File: src/rtl/rf_pkg.sv
// Shared widths and the operand-fetch response bundle.
package rf_pkg;

  localparam int RF_DATA_W = 32;
  localparam int RF_ADDR_W = 5;

  typedef struct packed {
    logic [RF_DATA_W-1:0] a;
    logic [RF_DATA_W-1:0] b;
    logic [RF_ADDR_W-1:0] rd;
    logic                 rd_en;
  } rsp_t;

endpackage

File: src/rtl/rf_operand_fetch_if.sv
// Issue request / operand response handshake bundle.
interface rf_operand_fetch_if #(
  parameter int data_w = 32,
  parameter int addr_w = 5
);

  logic              req_valid;
  logic              req_ready;
  logic [addr_w-1:0] req_ra;
  logic [addr_w-1:0] req_rb;
  logic [addr_w-1:0] req_rd;
  logic              req_rd_en;

  logic              rsp_valid;
  logic              rsp_ready;
  logic [data_w-1:0] rsp_a;
  logic [data_w-1:0] rsp_b;
  logic [addr_w-1:0] rsp_rd;
  logic              rsp_rd_en;

  modport master (
    output req_valid, req_ra, req_rb,
    output req_rd, req_rd_en, rsp_ready,
    input  req_ready, rsp_valid,
    input  rsp_a, rsp_b, rsp_rd, rsp_rd_en
  );

  modport slave (
    input  req_valid, req_ra, req_rb,
    input  req_rd, req_rd_en, rsp_ready,
    output req_ready, rsp_valid,
    output rsp_a, rsp_b, rsp_rd, rsp_rd_en
  );

endinterface

File: src/rtl/rf_scoreboard.sv
// Busy bit per register: set on issue, cleared on writeback.
module rf_scoreboard #(
  parameter int addr_w = 5
) (
  input  logic              clk,
  input  logic              rst_n,
  input  logic              set_en,
  input  logic [addr_w-1:0] set_idx,
  input  logic              clr_en,
  input  logic [addr_w-1:0] clr_idx,
  input  logic [addr_w-1:0] idx_a,
  input  logic [addr_w-1:0] idx_b,
  input  logic [addr_w-1:0] idx_d,
  output logic              busy_a,
  output logic              busy_b,
  output logic              busy_d
);

  localparam int N = 2 ** addr_w;

  logic [N-1:0] busy;

  // WAW stalls keep set and clear off the same bit in one cycle
  always_ff @(posedge clk or negedge rst_n) begin
    if (!rst_n) begin
      busy <= '0;
    end else begin
      if (clr_en) busy[clr_idx] <= 1'b0;
      if (set_en) busy[set_idx] <= 1'b1;
    end
  end

  assign busy_a = busy[idx_a];
  assign busy_b = busy[idx_b];
  assign busy_d = busy[idx_d];

endmodule

File: src/rtl/rf_operand_fetch.sv
// Operand fetch / writeback controller for a 2R1W register file.
// Optional same-cycle writeback forwarding: define RF_BYPASS_EN.
module rf_operand_fetch
  import rf_pkg::*;
#(
  parameter int data_w = RF_DATA_W,
  parameter int addr_w = RF_ADDR_W
) (
  input  logic              CLK,
  input  logic              RST_N,
  rf_operand_fetch_if.slave bus,
  input  logic              wb_valid,
  input  logic [addr_w-1:0] wb_rd,
  input  logic [data_w-1:0] wb_data,
  output logic [addr_w-1:0] RA,
  output logic [addr_w-1:0] RB,
  input  logic [data_w-1:0] DA,
  input  logic [data_w-1:0] DB,
  output logic [addr_w-1:0] RW,
  output logic              WE,
  output logic [data_w-1:0] DW
);

  logic        busy_a;
  logic        busy_b;
  logic        busy_d;
  logic        raw;
  logic        waw;
  logic        ready;
  logic        issue;
  logic [data_w-1:0] op_a;
  logic [data_w-1:0] op_b;
  rsp_t        rsp_q;
  logic        valid_q;

  assign RA = bus.req_ra;
  assign RB = bus.req_rb;
  assign WE = wb_valid;
  assign RW = wb_rd;
  assign DW = wb_data;

  rf_scoreboard #(.addr_w(addr_w)) u_sb (
    .clk     (CLK),
    .rst_n   (RST_N),
    .set_en  (issue && bus.req_rd_en),
    .set_idx (bus.req_rd),
    .clr_en  (wb_valid),
    .clr_idx (wb_rd),
    .idx_a   (bus.req_ra),
    .idx_b   (bus.req_rb),
    .idx_d   (bus.req_rd),
    .busy_a  (busy_a),
    .busy_b  (busy_b),
    .busy_d  (busy_d)
  );

`ifdef RF_BYPASS_EN
  logic fwd_a;
  logic fwd_b;

  assign fwd_a = wb_valid && (wb_rd == bus.req_ra);
  assign fwd_b = wb_valid && (wb_rd == bus.req_rb);
  assign op_a  = fwd_a ? wb_data : DA;
  assign op_b  = fwd_b ? wb_data : DB;
  assign raw   = (busy_a && !fwd_a) || (busy_b && !fwd_b);
`else
  assign op_a  = DA;
  assign op_b  = DB;
  assign raw   = busy_a || busy_b;
`endif

  assign waw   = bus.req_rd_en && busy_d;
  assign ready = RST_N && (!valid_q || bus.rsp_ready)
              && !raw && !waw;
  assign issue = bus.req_valid && ready;

  always_ff @(posedge CLK or negedge RST_N) begin
    if (!RST_N) begin
      valid_q <= 1'b0;
      rsp_q   <= '0;
    end else if (issue) begin
      valid_q     <= 1'b1;
      rsp_q.a     <= op_a;
      rsp_q.b     <= op_b;
      rsp_q.rd    <= bus.req_rd;
      rsp_q.rd_en <= bus.req_rd_en;
    end else if (bus.rsp_ready) begin
      valid_q <= 1'b0;
    end
  end

  assign bus.req_ready = ready;
  assign bus.rsp_valid = valid_q;
  assign bus.rsp_a     = rsp_q.a;
  assign bus.rsp_b     = rsp_q.b;
  assign bus.rsp_rd    = rsp_q.rd;
  assign bus.rsp_rd_en = rsp_q.rd_en;

endmodule

File: src/flat_wrapper.sv
// flat-port wrapper written by rule: the top's interface ports become plain ports
module rf_operand_fetch_flat import rf_pkg::*;
#(
  parameter int data_w = RF_DATA_W,
  parameter int addr_w = RF_ADDR_W
)
  (CLK, RST_N, wb_valid, wb_rd, wb_data, RA, RB, DA, DB, RW, WE, DW, bus_req_valid, bus_req_ra, bus_req_rb, bus_req_rd, bus_req_rd_en, bus_rsp_ready, bus_req_ready, bus_rsp_valid, bus_rsp_a, bus_rsp_b, bus_rsp_rd, bus_rsp_rd_en);
  rf_operand_fetch_if #(.data_w(data_w), .addr_w(addr_w)) bus_i ();
  input  logic CLK;
  input  logic RST_N;
  input  logic wb_valid;
  input  logic [addr_w-1:0] wb_rd;
  input  logic [data_w-1:0] wb_data;
  output logic [addr_w-1:0] RA;
  output logic [addr_w-1:0] RB;
  input  logic [data_w-1:0] DA;
  input  logic [data_w-1:0] DB;
  output logic [addr_w-1:0] RW;
  output logic WE;
  output logic [data_w-1:0] DW;
  input wire logic [$bits(bus_i.req_valid)-1:0] bus_req_valid;
  input wire logic [$bits(bus_i.req_ra)-1:0] bus_req_ra;
  input wire logic [$bits(bus_i.req_rb)-1:0] bus_req_rb;
  input wire logic [$bits(bus_i.req_rd)-1:0] bus_req_rd;
  input wire logic [$bits(bus_i.req_rd_en)-1:0] bus_req_rd_en;
  input wire logic [$bits(bus_i.rsp_ready)-1:0] bus_rsp_ready;
  output wire logic [$bits(bus_i.req_ready)-1:0] bus_req_ready;
  output wire logic [$bits(bus_i.rsp_valid)-1:0] bus_rsp_valid;
  output wire logic [$bits(bus_i.rsp_a)-1:0] bus_rsp_a;
  output wire logic [$bits(bus_i.rsp_b)-1:0] bus_rsp_b;
  output wire logic [$bits(bus_i.rsp_rd)-1:0] bus_rsp_rd;
  output wire logic [$bits(bus_i.rsp_rd_en)-1:0] bus_rsp_rd_en;
  assign bus_i.req_valid = bus_req_valid;
  assign bus_i.req_ra = bus_req_ra;
  assign bus_i.req_rb = bus_req_rb;
  assign bus_i.req_rd = bus_req_rd;
  assign bus_i.req_rd_en = bus_req_rd_en;
  assign bus_i.rsp_ready = bus_rsp_ready;
  assign bus_req_ready = bus_i.req_ready;
  assign bus_rsp_valid = bus_i.rsp_valid;
  assign bus_rsp_a = bus_i.rsp_a;
  assign bus_rsp_b = bus_i.rsp_b;
  assign bus_rsp_rd = bus_i.rsp_rd;
  assign bus_rsp_rd_en = bus_i.rsp_rd_en;
  rf_operand_fetch #(.data_w(data_w), .addr_w(addr_w)) u_core (.CLK(CLK), .RST_N(RST_N), .bus(bus_i), .wb_valid(wb_valid), .wb_rd(wb_rd), .wb_data(wb_data), .RA(RA), .RB(RB), .DA(DA), .DB(DB), .RW(RW), .WE(WE), .DW(DW));
endmodule
File: config.mk
export PLATFORM = sky130hd
export DESIGN_NAME = rf_operand_fetch_flat
export DESIGN_NICKNAME = d
export VERILOG_FILES = /design/src/rtl/rf_pkg.sv /design/src/rtl/rf_operand_fetch_if.sv /design/src/rtl/rf_scoreboard.sv /design/src/rtl/rf_operand_fetch.sv /design/src/flat_wrapper.sv
export SDC_FILE = /design/constraint.sdc
export NUM_CORES = 1
export LEC_CHECK = 0
export ABC_AREA = 1
export BUFFER_PORTS_ARGS = -buffer_cell sky130_fd_sc_hd__buf_2
export CAP_MARGIN = 10
export CORE_ASPECT_RATIO = 1.2
export CORE_UTILIZATION = 35
export CTS_BUF_LIST = sky130_fd_sc_hd__clkbuf_4
export DETAILED_ROUTE_END_ITERATION = 8
export GPL_TIMING_DRIVEN = 0
export HOLD_SLACK_MARGIN = 0.1
export PLACE_DENSITY = 0.72
export REMOVE_ABC_BUFFERS = 1
export SYNTH_ARGS = -nofsm -noshare
export SYNTH_HDL_FRONTEND = slang
export SYNTH_SLANG_ARGS = --single-unit
File: constraint.sdc
create_clock -name CLK -period 1.9 [get_ports CLK]
set_input_delay 0.285 -clock CLK [delete_from_list [all_inputs] [get_ports CLK]]
set_output_delay 0.285 -clock CLK [all_outputs]
set_load 0.02 [all_outputs]
## Word level (Yosys, flattened, before mapping)

Cells that the tools add are included.

| cells by class | value |
|---|---|
| order comparisons | 6 |
| muxes and demuxes | 14 |
| reduce and logical (&&, ||, !) cells | 14 |
| bitwise gates (word level) | 3 |

Operators by type and width:

| operator | count |
|---|---|
| $mux 32 | 2 |
| $and 32x32->32 | 1 |
| $not 32->32 | 1 |
| $or 32x32->32 | 1 |
| $lt 5x6->1 const B | 4 |
| $bmux 1 s5 | 3 |
| $demux 1 s5 | 2 |
| $ge 5x1->1 const B | 2 |
| $logic_and 1x1->1 | 8 |
| $mux 1 | 7 |
| $logic_not 1->1 | 3 |
| $logic_or 1x1->1 | 2 |
| $reduce_bool 2->1 | 1 |

| word-level totals | value |
|---|---|
| bits in registers | 103 |
| word-level logic and storage cells | 43 |
| output and inout port bits | 120 |

## Depth between registers and ports, before layout

Gate-level depths: netlist of run 1.

| logic depth | value |
|---|---|
| depth in word-level cells | 9 |
| depth in mapped cells | 19 |
| depth with buffers taken out | 15 |

## By module

Synthesis of run 1 repeated with hierarchy kept, for this count alone.

| unflattened totals | value |
|---|---|
| cells, all modules | 730 |
| area, all modules | 5,651.7 um^2 |

By module, submodules not included:

| module | cells an instance | instances | area an instance (um^2) |
|---|---|---|---|
| rf_operand_fetch | 366 | 1 | 3,310.7 |
| rf_scoreboard | 364 | 1 | 2,341.0 |

## Worst setup path after synthesis of run 1

No wires, ideal clock.

| path | value |
|---|---|
| kind | input-to-output |
| from | input bus_req_ra[0] |
| to | output bus_req_ready |
| slack | -0.005 ns |
| stages on the path | 14 |
| required time | 1.615 ns |
| data arrival time | 1.620 ns |
| cell sequence | buf_2 inv_1 buf_2 nand2_1 nand3_1 nand2_1 nand2_1 nand3_1 nand3_1 nand2_1 inv_1 nand2_1 nor2_8 buf_2 |

| between the ends | value |
|---|---|
| longest elaborated chain between the ends | 6 |

Ends and longest elaborated chain:

| what | line | RTL |
|---|---|---|
| start, declared | flat_wrapper.sv:22 | `input wire logic [$bits(bus_i.req_ra)-1:0] bus_req_ra;` |
| $bmux 1 s5 | rf_scoreboard.sv:33 | `assign busy_a = busy[idx_a];` |
| $mux 1 (implied by the code) | rf_scoreboard.sv:33 |  |
| $logic_or 1x1->1 | rf_operand_fetch.sv:69 | `assign raw = busy_a \|\| busy_b;` |
| $logic_not 1->1 | rf_operand_fetch.sv:74 | `&& !raw && !waw;` |
| $logic_and 1x1->1 (2 in a row) | rf_operand_fetch.sv:74 |  |
| end, declared | flat_wrapper.sv:27 | `output wire logic [$bits(bus_i.req_ready)-1:0] bus_req_ready;` |

No other way between the ends. The select of a mux whose other input is x is not followed.

## Worst setup path in the final report of run 1

| path | value |
|---|---|
| from | register u_core.u_sb.busy[31] |
| to | output bus_req_ready |

| between the ends | value |
|---|---|
| longest elaborated chain between the ends | 6 |
| elaborated cells on any way between the ends | 12 |
| those cells by class | mux (6); reduce/logical (6) |

Ends and longest elaborated chain:

| what | line | RTL |
|---|---|---|
| start, declared | rf_scoreboard.sv:21 | `logic [N-1:0] busy;` |
| start signal, assigned | rf_scoreboard.sv:26 | `busy <= '0;` |
| start signal, assigned by index | rf_scoreboard.sv:28 | `if (clr_en) busy[clr_idx] <= 1'b0;` |
| start signal, assigned by index | rf_scoreboard.sv:29 | `if (set_en) busy[set_idx] <= 1'b1;` |
| $bmux 1 s5 (on tied branches) | rf_scoreboard.sv:33, rf_scoreboard.sv:34 |  |
| $mux 1 (on tied branches) | rf_scoreboard.sv:33, rf_scoreboard.sv:34 |  |
| $logic_or 1x1->1 | rf_operand_fetch.sv:69 |  |
| $logic_not 1->1 | rf_operand_fetch.sv:74 |  |
| $logic_and 1x1->1 | rf_operand_fetch.sv:74 |  |
| $logic_and 1x1->1 (*) | rf_operand_fetch.sv:74 |  |

Every way passes the cells marked *; elsewhere a longest branch is shown, timed or not. The select of a mux whose other input is x is not followed.

==> results of run 1 <==
==> worst paths after layout <==
kind | start | to | depth (start not counted)
max in group asynchronous | RST_N | u_core.bus.rsp_a[13]$_DFFE_PN0P_ | 4
max | u_core.u_sb.busy[31]$_DFF_PN0_ | bus_req_ready | 14
max reg2reg | u_core.u_sb.busy[31]$_DFF_PN0_ | u_core.bus.rsp_a[0]$_DFFE_PN0P_ | 20
min | RST_N | u_core.bus.rsp_b[21]$_DFFE_PN0P_ | 2
min reg2reg | u_core.bus.rsp_b[0]$_DFFE_PN0P_ | u_core.bus.rsp_b[0]$_DFFE_PN0P_ | 2
min in group CLK | bus_req_valid | u_core.bus.rsp_a[15]$_DFFE_PN0P_ | 3
==> power breakdown <==
group	internal (mW)	switching (mW)
clock	0.287	0.841
sequential	2.67	0.293
combinational	1.00	1.66
total	3.96	2.79
==> metal layers <==
layer	wire length [µm]	up-vias	GRT usage (%)	part of all wire, %
li1	-	3009	-	-
met1	9520	3081	34.7	42
met2	10300	450	39.3	45
met3	2560	42	9.12	11
met4	469	2	7.65	2.0
met5	42	-	2.08	0.18
==> final cells by class <==
cell class / count / area (µm²)
antenna: 3 / 7.51
fill: 1550 / 8270
multi-input combinational: 565 / 2660
sequential: 103 / 2580
clock buffer: 9 / 67.6
timing repair buffer: 285 / 2320
tap: 212 / 265
clock inverter: 7 / 53.8
inverter: 63 / 239
==> cell families after synthesis <==
kind of cell | after synthesis | share of synthesized area [%]
buffers and inverters | 157 | 14.6
AO/OA/AOI/OAI | 69 | 5.79
AND/OR/NAND/NOR | 494 | 36.4
flip-flops | 103 | 43.2
==> state kept, by name (all words and copies together), names as in the netlist <==
name,count
u_core.bus.rsp_a,32
u_core.bus.rsp_b,32
u_core.u_sb.busy,32
u_core.bus.rsp_valid,1
u_core.bus.rsp_rd_en,1
u_core.bus.rsp_rd,5
==> timing repair <==
item	in CTS	in global routing
setup endpoints to repair	101	104
gates cloned	11	4
pin swaps	14	17
gates resized for setup	34	34
buffers inserted	15	8
endpoints found under the hold margin	100	68
==> cells in the final DEF (no fill, tap or decap), types with 2 or more instances in the layout <==
cell,synthesis,final
buf_6,8,6
dlygate4sd3_1,0,66
diode_2,0,3
o21ai_1,0,2
nand3_4,0,2
inv_6,0,3
nand3_2,10,24
nand3_1,107,92
nand2_1,278,273
buf_4,49,13
buf_16,0,12
clkbuf_16,0,4
nand4_1,32,32
nand2_4,1,2
a21oi_1,12,11
dfrtp_1,103,103
clkbuf_4,0,9
o21ai_2,0,2
inv_2,3,15
buf_2,21,174
nor3_1,8,8
buf_12,0,9
nand2_2,3,7
inv_1,60,47
o21ai_0,57,53
nor2_1,54,53
==> through the flow <==
| step | instance area [µm²] | instances | power [mW] |
|---|---|---|---|
| detailed placement | 6610 | 1122 | 5.15 |
| CTS | 7940 | 1232 | 6.63 |
| floorplan | 5330 | 729 | 4.17 |
| global route | 8190 | 1245 | 7.13 |
| global placement | 6480 | 1118 | 5.08 |
| finish | 8190 | 1247 | 6.75 |
==> worst register-to-register path, cell delays in order, from the launching register on <==
cell	delay (ps)
dfrtp_1	430
inv_2	60
buf_4	110
nand2_1	50
nand3_1	90
nand2_1	60
nand2_1	60
nand3_1	70
nand3_1	90
nand2_1	70
inv_1	60
nand2_2	90
nor2_8	110
buf_4	120
buf_6	80
buf_6	80
buf_6	90
buf_12	160
buf_16	220
nand3_1	130
nand2_1	90
==> reports/qor.yml, run 1 <==
status:
  status: "finished, violations left"
  violations: "hold timing, setup timing"
layout:
  drive_gt1_share_pct: 28.2
  area_growth_pct: 37.3
  fin_util_pct: 49.8
  nNetsFinal: 1149
detailed_routing:
  wirelength_um: 22900
  dr.pass1.iters: 5
  drt_iter0_drc: 870
  drc: 0
  via_per_inst: 5.28
  final_antenna_net_count: 0
  wire_per_inst_um: 18.4
  num_vias: 6584
clock_network:
  clk_pin_slew_ps: 180
  clock-sinks: 103
  hold_buffers: 68
  cts_buffer_depth: 2
  cts_root_buf: "clkbuf_4"
  clk_latency_ps: 480
  cts.htree.levels: 3
  cts-buffers-inserted: 9
  cts_tree: "built"
timing:
  clock.fmax_mhz: 424
  whs_ps: -159
  slew_headroom_pct: 52.6
  period_minus_slack_ps: 2360
  setup_tns_ps: -32560
  hold_violations: 68
  fin_skew_ps: 15.4
  finalSetupViolCount: 104
  worst_pin_slew_ps: 711
  rsz0062_at_grt: "true"
  fin_crit_sh_pct: 124
  final_max_slew_viol_count: 0
  layout_setup_ws_ps: -457
pwr:
  cellLeakagePower_nw: 4.40
  p_per_area_nw_per_um2: 823
  peakVddDrop_mv: 0.652
floorplanning:
  start_util_pct: 36.2
  dieArea_um2: 17600
  pin_count: 242
  die_w_um: 121
  num_rows: 51
  die_h_um: 145
  fp.coreArea_um2: 16500
synth:
  synth_cell_type_count: 20
  ys_warn_count: 0
  yosysMostFrequentCell: "nand2_1"
  synthTopCellsByCount: "278 x nand2_1, 107 x nand3_1, 103 x dfrtp_1, 60 x inv_1, 57 x o21ai_0"
  avgSynthCellArea_um2: 7.25
  synth_cells: 823
  async_flop_share_pct: 100
  synthTopCellsByArea: "dfrtp_1 43%, nand2_1 17%, nand3_1 9.0%, buf_4 6.2%, o21ai_0 4.8%"
  yosysTopAreaCell: "dfrtp_1"
  synth_edf_count: 0
  netlist.area_leader.share_pct: 43.2
  synth.yosys.seq_area_share_pct: 43.2
  syn_area_um2: 5970
  ys_ff_latch: 103
  synth_ff_type: "dfrtp_1"
critical_path:
  path_buf_inv: 5
  crit_fanout: 2
  rrSetupSlack_ps: -440
  critPathLaunchType: "flip-flop"
  crit_slowest_cell: "dfrtp_1"
  crit_arrival_ps: 2070
  path_delay_family: "simple AND/OR/NAND/NOR gates"
  cpPeakStageDelay_ps: 430
  cp_cell_sequence: "inv_2, buf_4, nand2_1, nand3_1, nand2_1, nand2_1, nand3_1, nand3_1, nand2_1, inv_1, nand2_2, nor2_8, clkbuf_16, buf_8"
  crit_type: "flip-flop to output pin"
  crit_path_end_kind: "output pin"
  crit_path_frequent_cell: "nand2_1"
  crit_required_ps: 1620
grt:
  grt_pass1_vias: 6320
  grt_util_all_layers_pct: 26.1
  antenna_found_initial: 2
  grt-ovfl-total: 0
  grt_max_degree: 80
  grt_pass1_wl_um: 34800
placed_design:
  post-place-ws_ps: -1080
  port_buffers: 177
  gp_congestion: 0.911
  dpl.hpwl_um: 12500
min_path:
  min_path_type: "input pin to async pin"
job:
  cap_violations: 0
Note: power is estimated with default switching activity, not from simulation.
==> run 2, diff against run 1 <==
BUFFER_PORTS_ARGS = -buffer_cell sky130_fd_sc_hd__buf_4   (was -buffer_cell sky130_fd_sc_hd__buf_2)
==> run 2 against run 1 <==
Highest routed layer unchanged. Via count increased by 0.20%. Combinational power increased by 17%. Register-to-register slack improved by 70 ps. Routed wire length increased by 1.7%. Fmax increased by 3.5%. First-iteration DRC count decreased by 16%. Count of clock-buffer cells in the layout unchanged. Critical path type unchanged. Clock power increased by 4%. Flip-flop and latch count unchanged. The run ends with setup timing left. Setup slack improved by 80 ps. Power increased by 7.8%.
==> reports/qor.yml, run 2 (same netlist as run 1, synthesis figures left out) <==
pwr:
  peakVddDrop_mv: 0.635  # -2.7%
  clockPowerShare_pct: 16.1  # -0.6 points
  cellLeakagePower_nw: 4.63  # +5.2%
  switching_power_mw: 2.91  # +4.3%
  switching_share_pct: 40.0  # -1.3 points
  p_per_area_nw_per_um2: 814  # -1.1%
  p_comb_share_pct: 42.9  # +3.5 points
  seq_power_share_pct: 41.0  # -2.9 points
  p_int_mw: 4.36  # +10%
clock_network:
  clock-sinks: 103  # unchanged
  cts-buffers-inserted: 9  # unchanged
  cts.htree.levels: 3  # unchanged
  cts_buffer_depth: 2  # unchanged
  cts_root_buf: "clkbuf_4"
  cts_tree: "built"
  clk_latency_ps: 490  # about the same
  clk_pin_slew_ps: 190  # about the same
status:
  violations: "setup timing"
  status: "finished, violations left"
floorplanning:
  num_rows: 51  # unchanged
  pin_count: 242  # unchanged
  die_w_um: 121  # unchanged
  dieArea_um2: 17600  # unchanged
  fp.coreArea_um2: 16500  # unchanged
  die_h_um: 145  # unchanged
  start_util_pct: 36.2  # unchanged
timing:
  layout_setup_ws_ps: -378  # +79.6 ps
  finalSetupViolCount: 104  # unchanged
  clock.fmax_mhz: 439  # +3.5%
  slew_headroom_pct: 8.20  # -44 points
  worst_pin_slew_ps: 1380  # +666 ps
  hold_violations: 0  # -100%
  rsz0062_at_grt: "true"
  fin_skew_ps: 31.2  # +15.8 ps
  whs_ps: 163  # +322 ps
  fin_crit_sh_pct: 120  # -4.2 points
  final_max_slew_viol_count: 0  # unchanged
  period_minus_slack_ps: 2280  # -79.6 ps
detailed_routing:
  wire_per_inst_um: 18.6  # +1.2%
  dr.pass1.iters: 5  # unchanged
  wirelength_um: 23300  # +1.7%
  drt_iter0_drc: 733  # -16%
  final_antenna_net_count: 0  # unchanged
  via_per_inst: 5.26  # -0.36%
  num_vias: 6597  # +0.20%
  drc: 0  # unchanged
critical_path:
  crit_path_end_kind: "output pin"
  crit_required_ps: 1620  # about the same
  crit_fanout: 3  # +1
  rr_worst_depth: 17  # -15%
  crit_arrival_ps: 1990  # -80 ps
  rrSetupSlack_ps: -370  # +70 ps
  critPathLaunchType: "flip-flop"
  crit_type: "flip-flop to output pin"
layout:
  fin_area_um2: 8930  # +9.0%
  area_growth_pct: 49.7
  layout_common_cells: "270 x nand2_1, 185 x buf_4, 103 x dfrtp_1"
  stdcell_count: 1254  # +0.56%
  layout_commonest_cell: "nand2_1"
  fin_util_pct: 54.3  # +4.5 points
  drive_gt1_share_pct: 30.3  # +2.1 points
  nNetsFinal: 1158  # +0.78%
grt:
  antenna_found_initial: 1  # -1
  grt_util_all_layers_pct: 27.2  # +1.2 points
  grt-ovfl-total: 0  # unchanged
  grt_max_degree: 101  # +26%
  grt_pass1_vias: 6452  # +2.1%
  grt_pass1_wl_um: 36400  # +4.7%
placed_design:
  dp_cells: 1121  # -0.089%
  place_area_um2: 7010  # +6.1%
  gp_congestion: 0.889  # -2.5%
  port_buffers: 177  # unchanged
  post-place-ws_ps: -883  # +193 ps
  dpl.hpwl_um: 12900  # +3.1%
min_path:
  min_path_cells: 3
  min_path_type: "input pin to flip-flop"
job:
  cap_violations: 0  # unchanged
## run 2: worst max-delay path, stage by stage, from the launching register on
cell and delay [ps]:
dfrtp_1 460, nand2_1 70, o21ai_0 70, nand2_1 60, nand2_1 70, nand2_1 60
nand2_1 60, nor2_1 100, nand2_1 80, nand2_2 90, nand2_4 80, nor2_8 160
buf_6 140
## run 2: layer usage
metal	global-route usage, %	wire length, µm	vias up
met4	7.35	389	2
met1	37.3	9710	3143
met2	39.8	10400	385
met5	2.38	46	-
met3	9.98	2730	33
li1	-	-	3034
## run 2: stage by stage
stage | setup TNS, ps | total power, mW
floorplan | -31260 | 4.17
global placement | -190780 | 5.42
detailed placement | -71700 | 5.49
CTS | -23270 | 7.20
global route | -42960 | 7.68
finish | -24120 | 7.27
## run 2: final timing paths
kind                                                     to                              from
setup reg to reg            u_core.bus.rsp_b[2]$_DFFE_PN0P_    u_core.u_sb.busy[19]$_DFF_PN0_
hold reg to reg            u_core.bus.rsp_a[12]$_DFFE_PN0P_  u_core.bus.rsp_a[12]$_DFFE_PN0P_
hold / removal             u_core.bus.rsp_rd[0]$_DFFE_PN0P_                     bus_req_rd[0]
min in group asynchronous   u_core.bus.rsp_a[8]$_DFFE_PN0P_                             RST_N
max in group asynchronous    u_core.u_sb.busy[23]$_DFF_PN0_                             RST_N
setup / recovery                              bus_req_ready    u_core.u_sb.busy[19]$_DFF_PN0_
## run 2: what timing repair did
action,in CTS,in global routing
endpoints found under the hold margin,102,0
setup endpoints to repair,104,104
gates cloned,20,0
pin swaps,17,36
buffers inserted,26,4
hold buffers,67,0
resized for setup,56,46
## run 2: final cells by class
| class | count | area (µm²) |
|---|---|---|
| fillers | 1471 | 7530 |
| repair buffers | 293 | 2940 |
| multi-input cells | 566 | 2770 |
| flip-flops and latches | 103 | 2580 |
| well taps | 212 | 265 |
| inverters | 63 | 241 |
| clock buffers | 9 | 67.6 |
| clock inverters | 7 | 65.1 |
| diodes | 1 | 2.50 |
## run 2: power by group through the flow
stage | Clock, mW | Combinational (mW) | Sequential, mW
floorplan | 0 | 0.666 | 3.50
global route | 1.29 | 3.36 | 3.04
finish | 1.17 | 3.12 | 2.98
CTS | 1.20 | 3.04 | 2.96
global placement | 0 | 2.44 | 2.98
detailed placement | 0 | 2.51 | 2.98
